$ cat src/rtl/mips_mem_pkg.sv
// Shared memory-path constants and the store-buffer entry layout used by the
// MEM stage, the store buffer and their test environment.
package mips_mem_pkg;

  localparam int unsigned ADDR_W   = 32;
  localparam int unsigned DATA_W   = 32;
  localparam int unsigned SB_DEPTH = 4;

  typedef struct packed {
    logic [ADDR_W-1:0] addr;
    logic [DATA_W-1:0] data;
  } sb_entry_t;

endpackage

$ cat src/rtl/store_buffer_match.sv
// Youngest-match finder: scans the live entries oldest to youngest starting at
// head, so the last hit seen is the most recent store to ld_addr_i.
module store_buffer_match #(
  parameter int unsigned DEPTH  = 4,
  parameter int unsigned ADDR_W = 32,
  parameter int unsigned PTR_W  = $clog2(DEPTH)
) (
  input  logic [ADDR_W-1:0] entry_addr_i [DEPTH],
  input  logic [DEPTH-1:0]  valid_i,
  input  logic [PTR_W-1:0]  head_i,
  input  logic [ADDR_W-1:0] ld_addr_i,
  output logic              hit_o,
  output logic [PTR_W-1:0]  index_o
);

  logic [PTR_W-1:0] idx;

  always_comb begin
    // NOTE: every output of a combinational block gets a default first so no
    // path leaves it unassigned, which would otherwise infer a latch.
    hit_o   = 1'b0;
    index_o = '0;
    idx     = '0;
    for (int k = 0; k < DEPTH; k++) begin
      idx = head_i + PTR_W'(k);
      if (valid_i[idx] && (entry_addr_i[idx] == ld_addr_i)) begin
        hit_o   = 1'b1;
        index_o = idx;
      end
    end
  end

endmodule

$ cat src/rtl/store_buffer.sv
// Posted-write store buffer between MEM and data memory: stores enqueue in one
// cycle, drain in program order when no load owns the memory port.
module store_buffer
  import mips_mem_pkg::*;
#(
  parameter int unsigned DEPTH  = SB_DEPTH,
  parameter int unsigned ADDR_W = mips_mem_pkg::ADDR_W,
  parameter int unsigned DATA_W = mips_mem_pkg::DATA_W
) (
  input  logic              clk,
  input  logic              rst_n,
  input  logic              st_valid,
  input  logic [ADDR_W-1:0] st_addr,
  input  logic [DATA_W-1:0] st_data,
  output logic              st_ready,
  input  logic              ld_valid,
  input  logic [ADDR_W-1:0] ld_addr,
  output logic [DATA_W-1:0] ld_data,
  output logic              ld_fwd,
  output logic [ADDR_W-1:0] mem_addr,
  output logic [DATA_W-1:0] mem_wdata,
  output logic              mem_we,
  output logic              mem_re,
  input  logic [DATA_W-1:0] mem_rdata,
  output logic              sb_empty
);

  localparam int unsigned PTR_W = $clog2(DEPTH);
  localparam int unsigned CNT_W = PTR_W + 1;

  logic [ADDR_W-1:0] addr_q [DEPTH];
  logic [DATA_W-1:0] data_q [DEPTH];
  logic [PTR_W-1:0]  head_q, head_d;
  logic [PTR_W-1:0]  tail_q, tail_d;
  logic [CNT_W-1:0]  count_q, count_d;

  logic [DEPTH-1:0]  valid;
  logic              push, pop;
  logic              hit;
  logic [PTR_W-1:0]  hit_idx;

  // Occupancy comes from count, so a full buffer with head == tail is unambiguous.
  assign st_ready = (count_q != CNT_W'(DEPTH));
  assign sb_empty = (count_q == '0);
  assign push     = st_valid && st_ready;
  assign pop      = mem_we;

  always_comb begin
    valid = '0;
    for (int i = 0; i < DEPTH; i++) begin
      valid[i] = {1'b0, PTR_W'(i) - head_q} < count_q;
    end
  end

  store_buffer_match #(
    .DEPTH  (DEPTH),
    .ADDR_W (ADDR_W),
    .PTR_W  (PTR_W)
  ) u_match (
    .entry_addr_i (addr_q),
    .valid_i      (valid),
    .head_i       (head_q),
    .ld_addr_i    (ld_addr),
    .hit_o        (hit),
    .index_o      (hit_idx)
  );

  // Loads own the single address port; draining waits for a load-free cycle.
  assign mem_re    = ld_valid;
  assign mem_we    = !sb_empty && !ld_valid;
  assign mem_addr  = ld_valid ? ld_addr : addr_q[head_q];
  assign mem_wdata = data_q[head_q];
  assign ld_fwd    = ld_valid && hit;
  assign ld_data   = !ld_valid ? '0 : (hit ? data_q[hit_idx] : mem_rdata);

  always_comb begin
    head_d  = head_q;
    tail_d  = tail_q;
    count_d = count_q;
    if (push) tail_d = tail_q + PTR_W'(1);
    if (pop)  head_d = head_q + PTR_W'(1);
    if (push && !pop)      count_d = count_q + CNT_W'(1);
    else if (!push && pop) count_d = count_q - CNT_W'(1);
  end

  always_ff @(posedge clk or negedge rst_n) begin
    if (!rst_n) begin
      head_q  <= '0;
      tail_q  <= '0;
      count_q <= '0;
      // NOTE: the entry array is small and cleared on reset so stale addresses
      // never appear on mem_addr; larger RAM-style arrays would skip this.
      for (int i = 0; i < DEPTH; i++) begin
        addr_q[i] <= '0;
        data_q[i] <= '0;
      end
    end else begin
      head_q  <= head_d;
      tail_q  <= tail_d;
      count_q <= count_d;
      if (push) begin
        addr_q[tail_q] <= st_addr;
        data_q[tail_q] <= st_data;
      end
    end
  end

endmodule

$ cat config.mk
export PLATFORM = sky130hd
export DESIGN_NAME = store_buffer
export DESIGN_NICKNAME = d
export VERILOG_FILES = /design/src/rtl/mips_mem_pkg.sv /design/src/rtl/store_buffer_match.sv /design/src/rtl/store_buffer.sv
export SDC_FILE = /design/constraint.sdc
export NUM_CORES = 1
export LEC_CHECK = 0
export ABC_AREA = 1
export CAP_MARGIN = 10
export CORE_AREA = 2 2 170 297
export CTS_BUF_LIST = sky130_fd_sc_hd__clkbuf_2
export DETAILED_ROUTE_END_ITERATION = 10
export DIE_AREA = 0 0 172 299
export SLEW_MARGIN = 20
export SYNTH_ARGS = -nofsm -noshare
export SYNTH_HDL_FRONTEND = slang
export SYNTH_HIERARCHICAL = 1
export SYNTH_SLANG_ARGS = --single-unit
$ cat constraint.sdc
create_clock -name clk -period 5.5 [get_ports clk]
set_input_delay 0.825 -clock clk [delete_from_list [all_inputs] [get_ports clk]]
set_output_delay 0.825 -clock clk [all_outputs]
set_load 0.005 [all_outputs]
# Word level (Yosys, flattened, before mapping)
# Index checks and enable logic that the tools add are counted.
dict set report word_totals {
  inputBits 132
  register_bits 263
  rom_bits 0
  ramBits 0
  n_memories 0
  latchBits 0
  word_cells 106
}
dict set report classes {
  order_cmp 15
  muxes 43
  div 0
  bitwise 6
  n_eq_ne 5
  shifts 0
  add_sub_neg 10
  n_reduce_logical 16
  n_mul 0
}
# operator count
set ops {}
lappend ops {{32-bit 2-to-1 mux} 16}
lappend ops {{32-bit binary-select mux with 2-bit select} 6}
lappend ops {{128-bit bitwise mux} 2}
lappend ops {{32-bit == test} 4}
lappend ops {{32-bit demux with 2-bit select} 1}
lappend ops {{3-bit >= comparator, second input constant} 6}
lappend ops {{2-bit inverter with 3-bit output} 6}
lappend ops {{2-bit by 3-bit < comparator with 1-bit output} 4}
lappend ops {{2-bit by 3-bit < comparator with 1-bit output, second input constant} 4}
lappend ops {{1-bit logical AND} 10}
lappend ops {{1-bit binary-select mux with 2-bit select} 4}
lappend ops {{1-bit 2-to-1 mux} 8}
lappend ops {{2-bit 2-to-1 mux} 4}
lappend ops {{3-bit 2-to-1 mux} 2}
lappend ops {{2-bit by 1-bit adder with 2-bit output, second input constant} 2}
lappend ops {{2-bit adder, second input constant} 2}
lappend ops {{1-bit logical NOT} 4}
lappend ops {{1-bit by 2-bit subtractor with 2-bit output, first input constant} 2}
lappend ops {{2-bit subtractor, first input constant} 2}
lappend ops {{3-bit by 1-bit adder with 3-bit output, second input constant} 1}
lappend ops {{3-bit logical NOT} 1}
lappend ops {{3-bit by 1-bit < comparator with 1-bit output, second input constant} 1}
lappend ops {{3-bit != test, second input constant} 1}
lappend ops {{3-bit by 1-bit subtractor with 3-bit output, second input constant} 1}
lappend ops {{2-bit nonzero test} 1}

# Longest topological paths before layout
dict set report depth {
  depth_word 16
  depth_mapped 28
  depth_no_buf 25
}

# By module
# Netlist, hierarchy kept.
# module cells_each n_inst area_per_inst_um2
set by_module_without_submodules {}
lappend by_module_without_submodules {store_buffer 1823 1 14012.2}
lappend by_module_without_submodules {store_buffer_match 1352 1 5878.1}

# Worst setup path after synthesis
# No wires, ideal clock.
dict set report synth_path {
  path_type {reg-to-output}
  start {register head_q[1]}
  end {output ld_data[0]}
  path_stages_with_launch 28
  arrival_ns 3.118
  n_path_buf 3
  t_required_ns 4.675
  setup_slack_ns 1.557
  path_cell_list {dfrtp_1 buf_4 inv_2 nor2_2 nor2_1 inv_1 ha_1 a21oi_1 or2_2 o21ai_0 o21ai_0 o21ai_0 inv_1 nand2_1 nor2_1 nand3_1 nor2_2 nor2_1 nand2_1 nand3_1 nand2_1 inv_1 clkbuf_1 inv_1 clkbuf_1 nand3_1 nand2_1 a21oi_1}
}
dict set report synth_between {
  elab_cells_between_ends 57
}
# element line_no
set synth_lines {}
lappend synth_lines {{start: declaration} store_buffer.sv:33} ;# logic [PTR_W-1:0] head_q, head_d;
lappend synth_lines {{start signal: assignment} store_buffer.sv:88} ;# head_q <= '0;
lappend synth_lines {{start signal: assignment} store_buffer.sv:98} ;# head_q <= head_d;
lappend synth_lines {{1-bit by 2-bit subtractor with 2-bit output *} store_buffer.sv:51} ;# valid[i] = {1'b0, PTR_W'(i) - head_q} < count_q;
lappend synth_lines {{2-bit by 3-bit < comparator with 1-bit output *} store_buffer.sv:51}
lappend synth_lines {{via valid[0]} store_buffer.sv:37} ;# logic [DEPTH-1:0] valid;
lappend synth_lines {{1-bit binary-select mux with 2-bit select} store_buffer_match.sv:26} ;# if (valid_i[idx] && (entry_addr_i[idx] == ld_addr_i)) begin
lappend synth_lines {{1-bit 2-to-1 mux (implied by the code)} store_buffer_match.sv:26}
lappend synth_lines {{1-bit logical AND} store_buffer_match.sv:26}
lappend synth_lines {{2-bit 2-to-1 mux (3 in series)} store_buffer_match.sv:26}
lappend synth_lines {{2-bit 2-to-1 mux *} store_buffer_match.sv:26}
lappend synth_lines {{via hit_idx[1]} store_buffer.sv:40} ;# logic [PTR_W-1:0] hit_idx;
lappend synth_lines {{2-bit inverter with 3-bit output (implied by the code) *} store_buffer.sv:74} ;# assign ld_data = !ld_valid ? '0 : (hit ? data_q[hit_idx] : mem_rdata);
lappend synth_lines {{32-bit binary-select mux with 2-bit select *} store_buffer.sv:74}
lappend synth_lines {{32-bit 2-to-1 mux (implied by the code) * (2 in series)} store_buffer.sv:74}
lappend synth_lines {{32-bit 2-to-1 mux * (2 in series)} store_buffer.sv:74}
lappend synth_lines {{end: declaration} store_buffer.sv:18} ;# output logic [DATA_W-1:0] ld_data,
# The timed path passes the listed nets; every way through them passes the cells marked *. The select of a mux whose other input is x is not followed.

# Final worst setup path
dict set report layout_path {
  start {register head_q[0]}
  end {output ld_data[5]}
}
dict set report layout_between {
  elab_chain_len 16
  elab_cells_between_ends 57
}
# element line_no
set layout_rtl {}
lappend layout_rtl {{2-bit by 1-bit adder with 2-bit output or 2-bit inverter with 3-bit output (tied branches)} {store_buffer_match.sv:25, store_buffer_match.sv:26}}
lappend layout_rtl {{2-bit inverter with 3-bit output (implied by the code) or 32-bit binary-select mux with 2-bit select (tied branches)} store_buffer_match.sv:26}
lappend layout_rtl {{32-bit binary-select mux with 2-bit select or 32-bit 2-to-1 mux (tied branches)} store_buffer_match.sv:26}
lappend layout_rtl {{32-bit 2-to-1 mux (implied by the code)} store_buffer_match.sv:26}
lappend layout_rtl {{32-bit 2-to-1 mux (implied by the code) or 32-bit == test (tied branches)} store_buffer_match.sv:26}
lappend layout_rtl {{32-bit == test or 1-bit logical AND (tied branches)} store_buffer_match.sv:26}
lappend layout_rtl {{1-bit logical AND or 2-bit 2-to-1 mux (tied branches)} store_buffer_match.sv:26}
lappend layout_rtl {{2-bit 2-to-1 mux (2 in series)} store_buffer_match.sv:26}
lappend layout_rtl {{2-bit 2-to-1 mux *} store_buffer_match.sv:26}
lappend layout_rtl {{via hit_idx[0]} store_buffer.sv:40}
lappend layout_rtl {{2-bit inverter with 3-bit output (implied by the code) *} store_buffer.sv:74}
lappend layout_rtl {{32-bit binary-select mux with 2-bit select *} store_buffer.sv:74}
lappend layout_rtl {{32-bit 2-to-1 mux (implied by the code) * (2 in series)} store_buffer.sv:74}
lappend layout_rtl {{32-bit 2-to-1 mux * (2 in series)} store_buffer.sv:74}
# Marks and branches as above.

==> impl_metrics.env <==
export IMPL_timing_worst_setup_path_type="reg -> out"
export IMPL_critPathBufInv=6
export IMPL_cts_buffer_count=66
export IMPL_power_per_cell_area_mw_per_mm2=626
export IMPL_clock_sinks=263
export IMPL_drtIter0Drc=1853
export IMPL_cp_data_arrival_time_ns=4.53
export IMPL_final_worst_path_cycle_share_pct=97.3
export IMPL_post_place_ws_ns=0.373
export IMPL_slew_at_the_pin_closest_to_its_max_slew_limit_ns=0.927
export IMPL_combinational_family_with_the_most_area_after_synthesis="simple AND/OR/NAND/NOR gates"
export IMPL_synth_edff_count=0
export IMPL_synth_warning_count=6
export IMPL_cts_clk_slew_worst_paths_ns=0.11
export IMPL_cp_common_cell="sky130_fd_sc_hd__nand2_1"
export IMPL_fin_nets=3547
export IMPL_critical_path_max_fanout=69
export IMPL_avgSynthCellArea_um2=6.26
export IMPL_viasPerCell=5.40
export IMPL_fin_ws_ns=0.148
export IMPL_final_setup_skew_ns=0.0577
export IMPL_post_layout_util_pct=49.4
export IMPL_met2WireLength_mm=41.2
export IMPL_antenna_left=0
export IMPL_port_buffers=232
export IMPL_cell_with_the_biggest_individual_delay_on_the_critical_path="sky130_fd_sc_hd__dfrtp_4"
export IMPL_mappedNetlistNets=3317
export IMPL_via_count=22200
export IMPL_timing_final_max_slew_violations=0
export IMPL_time_the_final_worst_path_needs_with_i_o_delays_and_setup_ns=5.35
export IMPL_maxSlewHeadroom_pct=38.1
export IMPL_syn_instance_count=3175
export IMPL_cts_tree="built"
export IMPL_yosysSeqAreaShare_pct=33.1
export IMPL_post_synth_fa_ha_maj_area_fraction_pct=0.667
export IMPL_critical_path_endpoint_type="primary output"
export IMPL_synth_compound_area_share_pct=13.5
export IMPL_chipWidth_um=172
export IMPL_drt_pre_antenna_iters=7
export IMPL_cp_start_kind="flop"
export IMPL_hold_viol=0
export IMPL_cts_htree_levels=3
export IMPL_yosys_area_top_type_share_pct=33.1
export IMPL_synthesis_area_mm2=0.0199
export IMPL_critPathTopFamily="simple AND/OR/NAND/NOR gates"
export IMPL_met1Wirelength_mm=28.6
export IMPL_top_routing_layer_used="met5"
export IMPL_outcome="completed"
export IMPL_fp_dieArea_mm2=0.0514
export IMPL_synth_area_leader_cell="sky130_fd_sc_hd__dfrtp_1"
export IMPL_finalSetupViolCount=0
export IMPL_worstSkewPairLatency_ns=1.00
export IMPL_ys_flop_type="sky130_fd_sc_hd__dfrtp_1"
export IMPL_top_post_synthesis_cells_by_area="sky130_fd_sc_hd__dfrtp_1 33%, sky130_fd_sc_hd__nand2_1 31%, sky130_fd_sc_hd__nand3_1 7.3%, sky130_fd_sc_hd__o21ai_1 5.3%, sky130_fd_sc_hd__buf_6 4.2%"
export IMPL_core_rowCount=108
export IMPL_synth_xor_xnor_area_share_pct=0.793
export IMPL_drive_above_1_share_pct=12.4
export IMPL_multiplexer_share_of_the_synthesized_area_pct=0
export IMPL_route_detailed_wl_per_inst_um=19.8
export IMPL_grt_first_pass_wirelength_mm=122
export IMPL_start_util_pct=40.4
export IMPL_gp_congestion=1.02
export IMPL_signed_area_change_from_the_synthesized_netlist_to_the_final_layout_pct=22.0
export IMPL_die_h_um=299
export IMPL_ys_ff_latch=263
export IMPL_finalWirelength_mm=81.5
export IMPL_remaining_drc_errors=0
export IMPL_static_leakage_power_nw=12.5
export IMPL_critical_path_max_stage_delay_ns=0.54
export IMPL_clock_tree_root_cell="sky130_fd_sc_hd__clkbuf_2"
export IMPL_grt_ovfl_total=0
export IMPL_worstPathRequired_ns=4.68
export IMPL_timing_critical_path_cells="buf_12, buf_16, or2_2, o21ai_1, nand2_1, nand3_1, nand2_1, nor2_1, nand3_2, nor2_4, inv_2, a21oi_2, nand3_2, nand2_8, clkinv_8, buf_12, nand2_1, nand3_1, nand2_1, a21oi_2, dlygate4sd2_1"
export IMPL_post_synth_and_or_nand_nor_area_fraction_pct=41.5
export IMPL_vdd_ir_drop_worst_mv=0.289
export IMPL_min_delay_path_class="in -> async"
export IMPL_cts_buffer_depth=3
export IMPL_number_of_global_route_vias_before_repair=21500
export IMPL_holdWs_ns=0.298
export IMPL_place_hpwl_mm=55.0
export IMPL_io_pins=233
export IMPL_synthDistinctLibCells=33
export IMPL_grt_usage_pct=31.1
export IMPL_synthArstFlopShare_pct=100
export IMPL_grt_setup_unrepaired="yes"
export IMPL_post_layout_power_mw=15.2
export IMPL_max_cap_violations=0
export IMPL_detailroute_wirelength_met3_mm=5.56
export IMPL_achievable_frequency_mhz=187
export IMPL_antenna_found_initial=5
export IMPL_reg2reg_setup_slack_ns=2.83
export IMPL_core_area_mm2=0.0492
export IMPL_grt_start_max_net_pins=128
[through the flow]
step,setup TNS [ns],instances,instance area [um^2]
2_1_floorplan,0,3175,19900
3_3_place_gp,0,3939,22300
3_5_place_dp,0,3939,22300
4_1_cts,-0.0329,4087,23800
5_1_grt,-2.20,4107,24300
6_report,0,4110,24300
[cells by family (layout without fill, tap and decap cells)]
group / after synthesis / count (layout)
AOI/OAI and AO/OA: 457 / 457
xor gates and xnor gates: 18 / 18
adders and majority gates: 10 / 10
buffers and inverters: 363 / 634
DFF: 263 / 263
other: 0 / 4
and+or+nand+nor: 2064 / 2064
[worst reg2reg max path, stage by stage, from the launching register on]
cell	delay [ns]
sky130_fd_sc_hd__dfrtp_1	0.43
sky130_fd_sc_hd__clkinvlp_4	0.19
sky130_fd_sc_hd__buf_12	0.17
sky130_fd_sc_hd__buf_4	0.13
sky130_fd_sc_hd__nand3_4	0.13
sky130_fd_sc_hd__nand3_4	0.65
sky130_fd_sc_hd__buf_4	0.57
sky130_fd_sc_hd__nand2_1	0.18
sky130_fd_sc_hd__o21ai_1	0.07
[path summary, 6_finish.rpt]
kind	from	endpoint	cells after the start
setup reg to reg	count_q[1]	addr_q[78]	8
setup / recovery	head_q[0]	ld_data[5]	21
min in group clk	st_data[19]	data_q[19]	3
hold / removal	rst_n	data_q[4]	2
hold reg to reg	data_q[88]	data_q[88]	2
max in group asynchronous	rst_n	addr_q[18]	4
[cells in the mapped netlist (2+ instances only)]
cell type                  count
sky130_fd_sc_hd__nor2_1       67
sky130_fd_sc_hd__nand3_2       4
sky130_fd_sc_hd__nand3_1     289
sky130_fd_sc_hd__buf_2        60
sky130_fd_sc_hd__xor2_1       17
sky130_fd_sc_hd__o21ai_2      64
sky130_fd_sc_hd__or2_1         3
sky130_fd_sc_hd__o21ai_1     209
sky130_fd_sc_hd__dfrtp_1     263
sky130_fd_sc_hd__buf_1         6
sky130_fd_sc_hd__buf_4        17
sky130_fd_sc_hd__nor2_2        5
sky130_fd_sc_hd__nand4_1      14
sky130_fd_sc_hd__nor3_1        2
sky130_fd_sc_hd__inv_1       164
sky130_fd_sc_hd__a21oi_1      38
sky130_fd_sc_hd__or2_2        12
sky130_fd_sc_hd__clkbuf_1     32
sky130_fd_sc_hd__buf_6        75
sky130_fd_sc_hd__and2_1        3
sky130_fd_sc_hd__o21ai_0      84
sky130_fd_sc_hd__o211ai_1     19
sky130_fd_sc_hd__nand2_1    1663
sky130_fd_sc_hd__ha_1          9
sky130_fd_sc_hd__a22oi_1      42
sky130_fd_sc_hd__inv_2         6
sky130_fd_sc_hd__clkbuf_8      2
[area by class of cell]
class | instances | area (um^2)
timing repair buffer | 353 | 3860
multi-input combinational | 2549 | 11700
timing repair inverter | 1 | 8.76
clock inverter | 25 | 211
antenna | 4 | 10.0
inverter | 171 | 684
clock buffer | 84 | 420
sequential | 263 | 6590
fill | 5081 | 24900
tap | 660 | 826
[flip-flops by register name, indices dropped and copies added (netlist names)]
name and flops:
count_q 3, data_q 128, addr_q 128, tail_q 2, head_q 2
[cell usage in the layout (no fill, tap or decap), drive strengths merged]
cell           synthesis  routed
nor2                  72      72
xnor2                  1       1
buf                  158     125
or2                   15      15
o221ai                 1       1
clkbuf                34     109
bufinv                 0       4
fa                     1       1
ha                     9       9
clkdlybuf4s50          0     198
clkinv                 0      20
nand3                294     294
dlygate4sd2            0       1
nor3                   2       2
o211ai                19      19
inv                  171     172
dlygate4sd3            0       1
nand2               1664    1664
and2                   3       3
bufbuf                 0       3
o21ai                357     357
a22oi                 42      42
clkinvlp               0       1
a21oi                 38      38
xor2                  17      17
dfrtp                263     263
nand4                 14      14
diode                  0       4
[power by group]
| group | internal (mW) | switching (mW) |
|---|---|---|
| Clock | 0.609 | 0.883 |
| Sequential | 2.83 | 0.973 |
| Combinational | 3.77 | 6.14 |
| Total | 7.20 | 7.99 |
[per-layer routing]
layer  up-vias  GRT usage (%)
met2      1067           55.0
met5         -              0
met1     10200           33.8
li1      10600              -
met3       281           5.39
met4         6           20.1
[what timing repair did]
action / CTS / global route
buffers inserted: 25 / 9
gates cloned: 13 / 10
hold endpoints to repair: 93 / 0
hold buffers: 1 / 0
resized for setup: 142 / 128
pin swaps: 23 / 55
endpoints found under the setup margin: 33 / 33
Note: power is estimated with default switching activity, not from simulation.
